### src/rtl/fft_bitrev_reorder_if.sv
// Streaming bus for the FFT bit-reversal reorder stage: ce/valid input side and registered output side.
// last_o is present only when FFT_REORDER_LAST_EN is defined.
interface fft_bitrev_reorder_if #(
    parameter int unsigned WIDTH = 16
);
    logic             ce;
    logic             valid_i;
    logic [WIDTH-1:0] a;
    logic             valid_o;
    logic [WIDTH-1:0] x;
`ifdef FFT_REORDER_LAST_EN
    logic             last_o;

    modport master (output ce, valid_i, a, input valid_o, x, last_o);
    modport slave  (input ce, valid_i, a, output valid_o, x, last_o);
`else
    modport master (output ce, valid_i, a, input valid_o, x);
    modport slave  (input ce, valid_i, a, output valid_o, x);
`endif
endinterface

### src/rtl/fft_bitrev_reorder.sv
// Ping-pong bit-reversal reorder buffer after the last FFT stage; writes at bitrev(idx), reads sequentially.
// Optional FFT_REORDER_LAST_EN adds a registered last_o marking the final sample of each output frame.
module fft_bitrev_reorder #(
    parameter int unsigned WIDTH = 16,
    parameter int unsigned LOG2N = 4
) (
    input logic                  CLK,
    input logic                  RST,
    fft_bitrev_reorder_if.slave  bus
);
    localparam int unsigned      N        = 1 << LOG2N;
    localparam int unsigned      AW       = LOG2N + 1;
    localparam logic [LOG2N-1:0] LAST_IDX = LOG2N'(N - 1);

    function automatic logic [LOG2N-1:0] bitrev(input logic [LOG2N-1:0] v);
        logic [LOG2N-1:0] r;
        for (int i = 0; i < int'(LOG2N); i++) begin
            r[i] = v[int'(LOG2N) - 1 - i];
        end
        return r;
    endfunction

    // Bank select is the address MSB; contents are intentionally not reset.
    logic [WIDTH-1:0] mem_q [2*N];

    logic [LOG2N-1:0] wr_idx_q, wr_idx_d;
    logic             wr_bank_q, wr_bank_d;
    logic [LOG2N-1:0] rd_idx_q, rd_idx_d;
    logic             rd_bank_q, rd_bank_d;
    logic             rd_active_q, rd_active_d;
    logic             valid_o_q, valid_o_d;
    logic [WIDTH-1:0] x_q, x_d;
    logic             wr_en_c;
    logic             frame_done_c;
`ifdef FFT_REORDER_LAST_EN
    logic             last_q, last_d;
`endif

    assign wr_en_c      = bus.ce && bus.valid_i;
    assign frame_done_c = wr_en_c && (wr_idx_q == LAST_IDX);

    always_ff @(posedge CLK) begin
        if (wr_en_c) begin
            mem_q[AW'({wr_bank_q, bitrev(wr_idx_q)})] <= bus.a;
        end
    end

    always_comb begin
        wr_idx_d    = wr_idx_q;
        wr_bank_d   = wr_bank_q;
        rd_idx_d    = rd_idx_q;
        rd_bank_d   = rd_bank_q;
        rd_active_d = rd_active_q;
        valid_o_d   = valid_o_q;
        x_d         = x_q;
`ifdef FFT_REORDER_LAST_EN
        last_d      = last_q;
`endif
        if (wr_en_c) begin
            wr_idx_d = wr_idx_q + LOG2N'(1);
            if (frame_done_c) begin
                wr_bank_d = ~wr_bank_q;
            end
        end
        if (bus.ce) begin
            if (rd_active_q) begin
                x_d       = mem_q[AW'({rd_bank_q, rd_idx_q})];
                valid_o_d = 1'b1;
                rd_idx_d  = rd_idx_q + LOG2N'(1);
`ifdef FFT_REORDER_LAST_EN
                last_d    = (rd_idx_q == LAST_IDX);
`endif
                if (rd_idx_q == LAST_IDX) begin
                    rd_active_d = 1'b0;
                end
            end else begin
                valid_o_d = 1'b0;
`ifdef FFT_REORDER_LAST_EN
                last_d    = 1'b0;
`endif
            end
            // A completing frame re-arms the reader, overriding the end of the previous readout.
            if (frame_done_c) begin
                rd_bank_d   = wr_bank_q;
                rd_idx_d    = '0;
                rd_active_d = 1'b1;
            end
        end
    end

    always_ff @(posedge CLK or negedge RST) begin
        if (!RST) begin
            wr_idx_q    <= '0;
            wr_bank_q   <= 1'b0;
            rd_idx_q    <= '0;
            rd_bank_q   <= 1'b0;
            rd_active_q <= 1'b0;
            valid_o_q   <= 1'b0;
            x_q         <= '0;
`ifdef FFT_REORDER_LAST_EN
            last_q      <= 1'b0;
`endif
        end else begin
            wr_idx_q    <= wr_idx_d;
            wr_bank_q   <= wr_bank_d;
            rd_idx_q    <= rd_idx_d;
            rd_bank_q   <= rd_bank_d;
            rd_active_q <= rd_active_d;
            valid_o_q   <= valid_o_d;
            x_q         <= x_d;
`ifdef FFT_REORDER_LAST_EN
            last_q      <= last_d;
`endif
        end
    end

    assign bus.valid_o = valid_o_q;
    assign bus.x       = x_q;
`ifdef FFT_REORDER_LAST_EN
    assign bus.last_o  = last_q;
`endif
endmodule

### src/flat_wrapper.sv
// flat-port wrapper written by rule: the top's interface ports become plain ports
module fft_bitrev_reorder_flat 
#(
    parameter int unsigned WIDTH = 16,
    parameter int unsigned LOG2N = 4
)
  (CLK, RST, bus_ce, bus_valid_i, bus_a, bus_valid_o, bus_x);
  fft_bitrev_reorder_if #(.WIDTH(WIDTH)) bus_i ();
  input logic CLK;
  input logic RST;
  input wire logic [$bits(bus_i.ce)-1:0] bus_ce;
  input wire logic [$bits(bus_i.valid_i)-1:0] bus_valid_i;
  input wire logic [$bits(bus_i.a)-1:0] bus_a;
  output wire logic [$bits(bus_i.valid_o)-1:0] bus_valid_o;
  output wire logic [$bits(bus_i.x)-1:0] bus_x;
  assign bus_i.ce = bus_ce;
  assign bus_i.valid_i = bus_valid_i;
  assign bus_i.a = bus_a;
  assign bus_valid_o = bus_i.valid_o;
  assign bus_x = bus_i.x;
  fft_bitrev_reorder #(.WIDTH(WIDTH), .LOG2N(LOG2N)) u_core (.CLK(CLK), .RST(RST), .bus(bus_i));
endmodule
### config.mk
export PLATFORM = sky130hd
export DESIGN_NAME = fft_bitrev_reorder_flat
export DESIGN_NICKNAME = d
export VERILOG_FILES = /design/src/rtl/fft_bitrev_reorder_if.sv /design/src/rtl/fft_bitrev_reorder.sv /design/src/flat_wrapper.sv
export SDC_FILE = /design/constraint.sdc
export NUM_CORES = 1
export LEC_CHECK = 0
export ABC_CLOCK_PERIOD_IN_PS = 3100
export BUFFER_PORTS_ARGS = -buffer_cell sky130_fd_sc_hd__clkbuf_2
export CAP_MARGIN = 15
export CORE_ASPECT_RATIO = 0.5
export CORE_MARGIN = 2
export CORE_UTILIZATION = 28
export CTS_CLUSTER_SIZE = 14
export DETAILED_ROUTE_END_ITERATION = 12
export GPL_ROUTABILITY_DRIVEN = 1
export GPL_TIMING_DRIVEN = 1
export MAX_ROUTING_LAYER = met4
export PLACE_DENSITY = 0.52
export SYNTH_ARGS = -nofsm -noshare
export SYNTH_HDL_FRONTEND = slang
export SYNTH_SLANG_ARGS = --single-unit
### constraint.sdc
create_clock -name CLK -period 3.1 [get_ports CLK]
set_input_delay 0.62 -clock CLK [delete_from_list [all_inputs] [get_ports CLK]]
set_output_delay 0.62 -clock CLK [all_outputs]
set_load 0.02 [all_outputs]
# == After elaboration in Yosys (flattened, before gate mapping) ==
# Memory sizes are Yosys's and may differ from the RTL's. A register that Yosys moved wholly into a read port is not among the register bits.
# Index checks and enable logic that the tools add are counted.
# word_totals
regBits,12
ram_bits,512
in_bits,20
output_inout_bits,17
word_cells,28
memories,1
# op_classes
addsub,2
n_eq_ne,2
mux,8
bitwise_logic,1
n_reduce_logical,8
# memory_table
name,depth,width,rd,rd_clocked_by_memory_dff,wr,line,source
u_core.mem_q,32,16,1,1,1,fft_bitrev_reorder.sv:24,logic [WIDTH-1:0] mem_q [2*N];
# op_table
op,n
4-bit by 1-bit adder with 4-bit output (second input constant),2
4-bit equality test (second input constant),2
4-bit 2-to-1 mux,2
2-bit AND reduction,4
1-bit 2-to-1 mux,6
1-bit logical AND,2
2-bit nonzero test,1
1-bit logical NOT,1
1-bit NOT,1

# == Longest topological paths before layout ==
# depth
word_depth,4
mapped_depth,8
depth_no_buf,5

# == Worst setup path after synthesis ==
# Ideal clock, no wire load.
# synth_timing
kind,input-to-reg
start,input bus_ce
end,memory u_core.mem_q[24][0] (enable)
setup_ns,0.388
arrival_ns,2.098
required_time_ns,2.712
path_slack_ns,0.613
path_stages,5
path_buffers,2
cell_sequence,buf_2 -> nand2_1 -> or3_1 -> clkbuf_1 -> nor2_1
# synth_via
elab_chain_len,3
# synth_lines
item,line,source
from (decl),flat_wrapper.sv:11,input wire logic [$bits(bus_i.ce)-1:0] bus_ce;
1-bit logical AND,fft_bitrev_reorder.sv:39,assign wr_en_c = bus.ce && bus.valid_i;
1-bit 2-to-1 mux,fft_bitrev_reorder.sv:43,if (wr_en_c) begin
1-bit 2-to-1 mux (not written as such),fft_bitrev_reorder.sv:44,"mem_q[AW'({wr_bank_q, bitrev(wr_idx_q)})] <= bus.a;"
to (decl),fft_bitrev_reorder.sv:24,
# No other way between the ends.

==> results.cfg <==
[global_routing]
grt_start_max_net_pins = 65
grt_pass1_vias = 11000
grt_use_met1_pct = 18.3
grt_use_met2_pct = 22.4
use_met3_pct = 1.74
grt_usage_pct = 13.9
antenna_found_initial = 0
overflow = 0
busiest_layer = met2
grt_pass1_wl_mm = 77.4

[floorplan]
initial_core_util_pct = 28.3
die_y_um = 199
rows = 71
io_pins = 37
die_w_um = 394
die-area_um2 = 78500
core_um2 = 75200

[final_layout]
syn2layout_area_growth_pct = 15.9
layout_commonest_cell = edfxtp_1
fin_util_pct = 32.8
final_cell_mix = edfxtp_1, mux2i_1, a22oi_1
fin_area_um2 = 24700
fin_cells = 2305
nets = 1260
drive_gt1_share_pct = 17.3
nFillCells = 7148
antenna_cells = 0

[setup_path]
crit_path_end_kind = flop
r2r.worst_path.cells = 6
start_kind = flop
crit_slowest_cell = and2_2
r2r_slack_ns = 0.56
cp_slowest_stage_delay_ns = 0.59
cp_max_fo = 20
reg2reg_to = u_core.bus.x[0]$_DFFE_PN0P_
arrival_ns = 2.98
worst-setup-path-type = flop to flop
r2r-start = u_core.rd_idx_q[2]$_DFFE_PN0P_
path_cells = and2_2 -> buf_12 -> buf_4 -> a22oi_1 -> a21oi_1 -> o41ai_2
critical_path_required_ns = 3.53

[yosys]
synth-async-reset-ratio_pct = 5.19
synth.cell_area_um2 = 21300
synth_edf_count = 512
yosysTopAreaCell = edfxtp_1
synth_cell_type_count = 37
synthFlopType = edfxtp_1
synth.avg_cell_area_um2 = 18.4
synth_seq_cells = 540
ys_seq_area_share_pct = 75.4
yosys_warnings = 0
synth.area.top_cells = edfxtp_1, mux2i_1, dfrtp_1
synth_nets = 1182
synth_top_area_share_pct = 72.1
syn_inst = 1160

[power]
irDropWorstVdd_uv = 370
p_int_mw = 14.5
seqPwrFrac_pct = 42.0
pwr-share-clk_pct = 32.6
p_sw_mw = 6.21
pwr-share-comb_pct = 25.4
leakagePower_nw = 8.46
power_density_nw_per_um2 = 838
switching_share_pct = 30.0

[placement]
gp_congestion = 0.869
dpl.cell_count = 2205
postPlaceCellArea_um2 = 22900
dp_hpwl_mm = 31.9
port-buffer-count = 36

[clock_network]
clockBufferDepth = 3
cts_buffers = 53
path_clk_slew_ns = 0.06
clock_sinks = 540
postCtsSetupBuffers = 0
htreeDepth = 2
cts_tree = yes
post_cts_resized = 0
clkLatencyLatePin_ns = 0.59
ctsHoldBuffers = 0
cts-root-buf = clkbuf_16

[timing]
rsz0062_at_grt = false
setup_violations = 0
fin_crit_sh_pct = 82.1
fin_tns_setup_ns = 0
clock_skew_ns = 0.0195
hold_viol = 0
max_freq_ghz = 0.393
worst_pin_slew_ns = 1.01
slew_viol_final = 0
holdWs_ns = 0.0860
maxSlewHeadroom_pct = 32.3
min_period_ns = 2.54

[worst_hold_path]
hp-class = input pin to async pin

[routing]
dr.pass1.iters = 5
drc = 0
wirelength_mm = 53.5
routedWlPerCell_um = 23.2
drt_iter0_drc = 1028
ant_nets = 0
vias_per_cell = 4.71
dr_total_vias = 10900

[flow_run]
maxCapViolations = 0

[status]
outcome = finished clean
flip-flops by register name, summed over array words and instances (netlist names):
register	flops
u_core.bus.valid_o	1
u_core.bus.x	16
u_core.wr_bank_q	1
u_core.rd_bank_q	1
u_core.mem_q	512
u_core.wr_idx_q	4
u_core.rd_idx_q	4
u_core.rd_active_q	1
cell usage after synthesis (all sizes together), types with 3 or more instances:
| cell type | number |
|---|---|
| edfxtp | 512 |
| mux2i | 256 |
| a22oi | 64 |
| buf | 48 |
| nor2 | 40 |
| a21oi | 33 |
| a221oi | 32 |
| a22o | 32 |
| dfrtp | 28 |
| clkbuf | 23 |
| nand2 | 23 |
| o22ai | 16 |
| o41ai | 16 |
| nand3 | 5 |
| xor2 | 5 |
| nand4 | 3 |
| or2 | 3 |
metal layers:
| metal | part of all wire [%] | routed length [um] |
|---|---|---|
| met4 | 2.6 | 1390 |
| met3 | 4.8 | 2580 |
| met5 | 0 | 0 |
| met1 | 45 | 24000 |
| met2 | 48 | 25600 |
power groups by stage:
stage          logic (mW)  clock network (mW)  registers (mW)
2_1_floorplan        3.76                   0            8.77
3_3_place_gp         5.21                   0            8.83
3_5_place_dp         5.29                   0            8.84
4_1_cts              5.30                6.86            8.69
5_1_grt              5.57                7.15            8.71
6_report             5.27                6.74            8.69
stage by stage:
step,power [mW],setup WS [ns]
5_1_grt,21.4,0.437
3_5_place_dp,14.1,0.540
3_3_place_gp,14.0,0.564
6_report,20.7,0.555
4_1_cts,20.9,0.519
2_1_floorplan,12.5,0.613
critical path: cells and delay by family, from the launching register on:
kind	cells	cell delay [ns]
AO/OA/AOI/OAI	3	0.78
AND/OR/NAND/NOR	1	0.59
buffers and inverters	2	0.47
flip-flops	1	0.53
kinds of logic after synthesis:
family / after synthesis / synth area share (%)
fa+ha+maj: 2 / 0.117
flops: 540 / 75.4
xor+xnor: 7 / 0.288
simple gates: 85 / 1.77
buf+inv: 73 / 2.21
compound gates: 195 / 8.05
mux: 258 / 12.1
final cells by class:
class / instances / area (um2) / share of cell area [%]
clock inverter: 33 / 382 / 1.54
multi-input combinational: 547 / 4790 / 19.4
timing repair buffer: 94 / 716 / 2.90
sequential: 540 / 16100 / 65.1
tap: 1022 / 1280 / 5.18
inverter: 2 / 7.51 / 0.0304
clock buffer: 67 / 1450 / 5.88
worst max path at each step:
stage | from | to | slack [ns] | cells past startpoint
finish | u_core.rd_idx_q[2]$_DFFE_PN0P_ | u_core.bus.x[0]$_DFFE_PN0P_ | 0.56 | 6
global route | u_core.rd_idx_q[1]$_DFFE_PN0P_ | u_core.bus.x[8]$_DFFE_PN0P_ | 0.44 | 6
CTS | u_core.rd_idx_q[2]$_DFFE_PN0P_ | u_core.bus.x[0]$_DFFE_PN0P_ | 0.52 | 6
detailed placement | u_core.rd_idx_q[2]$_DFFE_PN0P_ | u_core.bus.x[0]$_DFFE_PN0P_ | 0.54 | 6
global placement | u_core.rd_idx_q[0]$_DFFE_PN0P_ | u_core.bus.x[2]$_DFFE_PN0P_ | 0.56 | 6
floorplan | bus_ce | u_core.mem_q[24][0]$_DFFE_PP_ | 0.61 | 5
No activity file was read; power rests on OpenSTA's default activity.
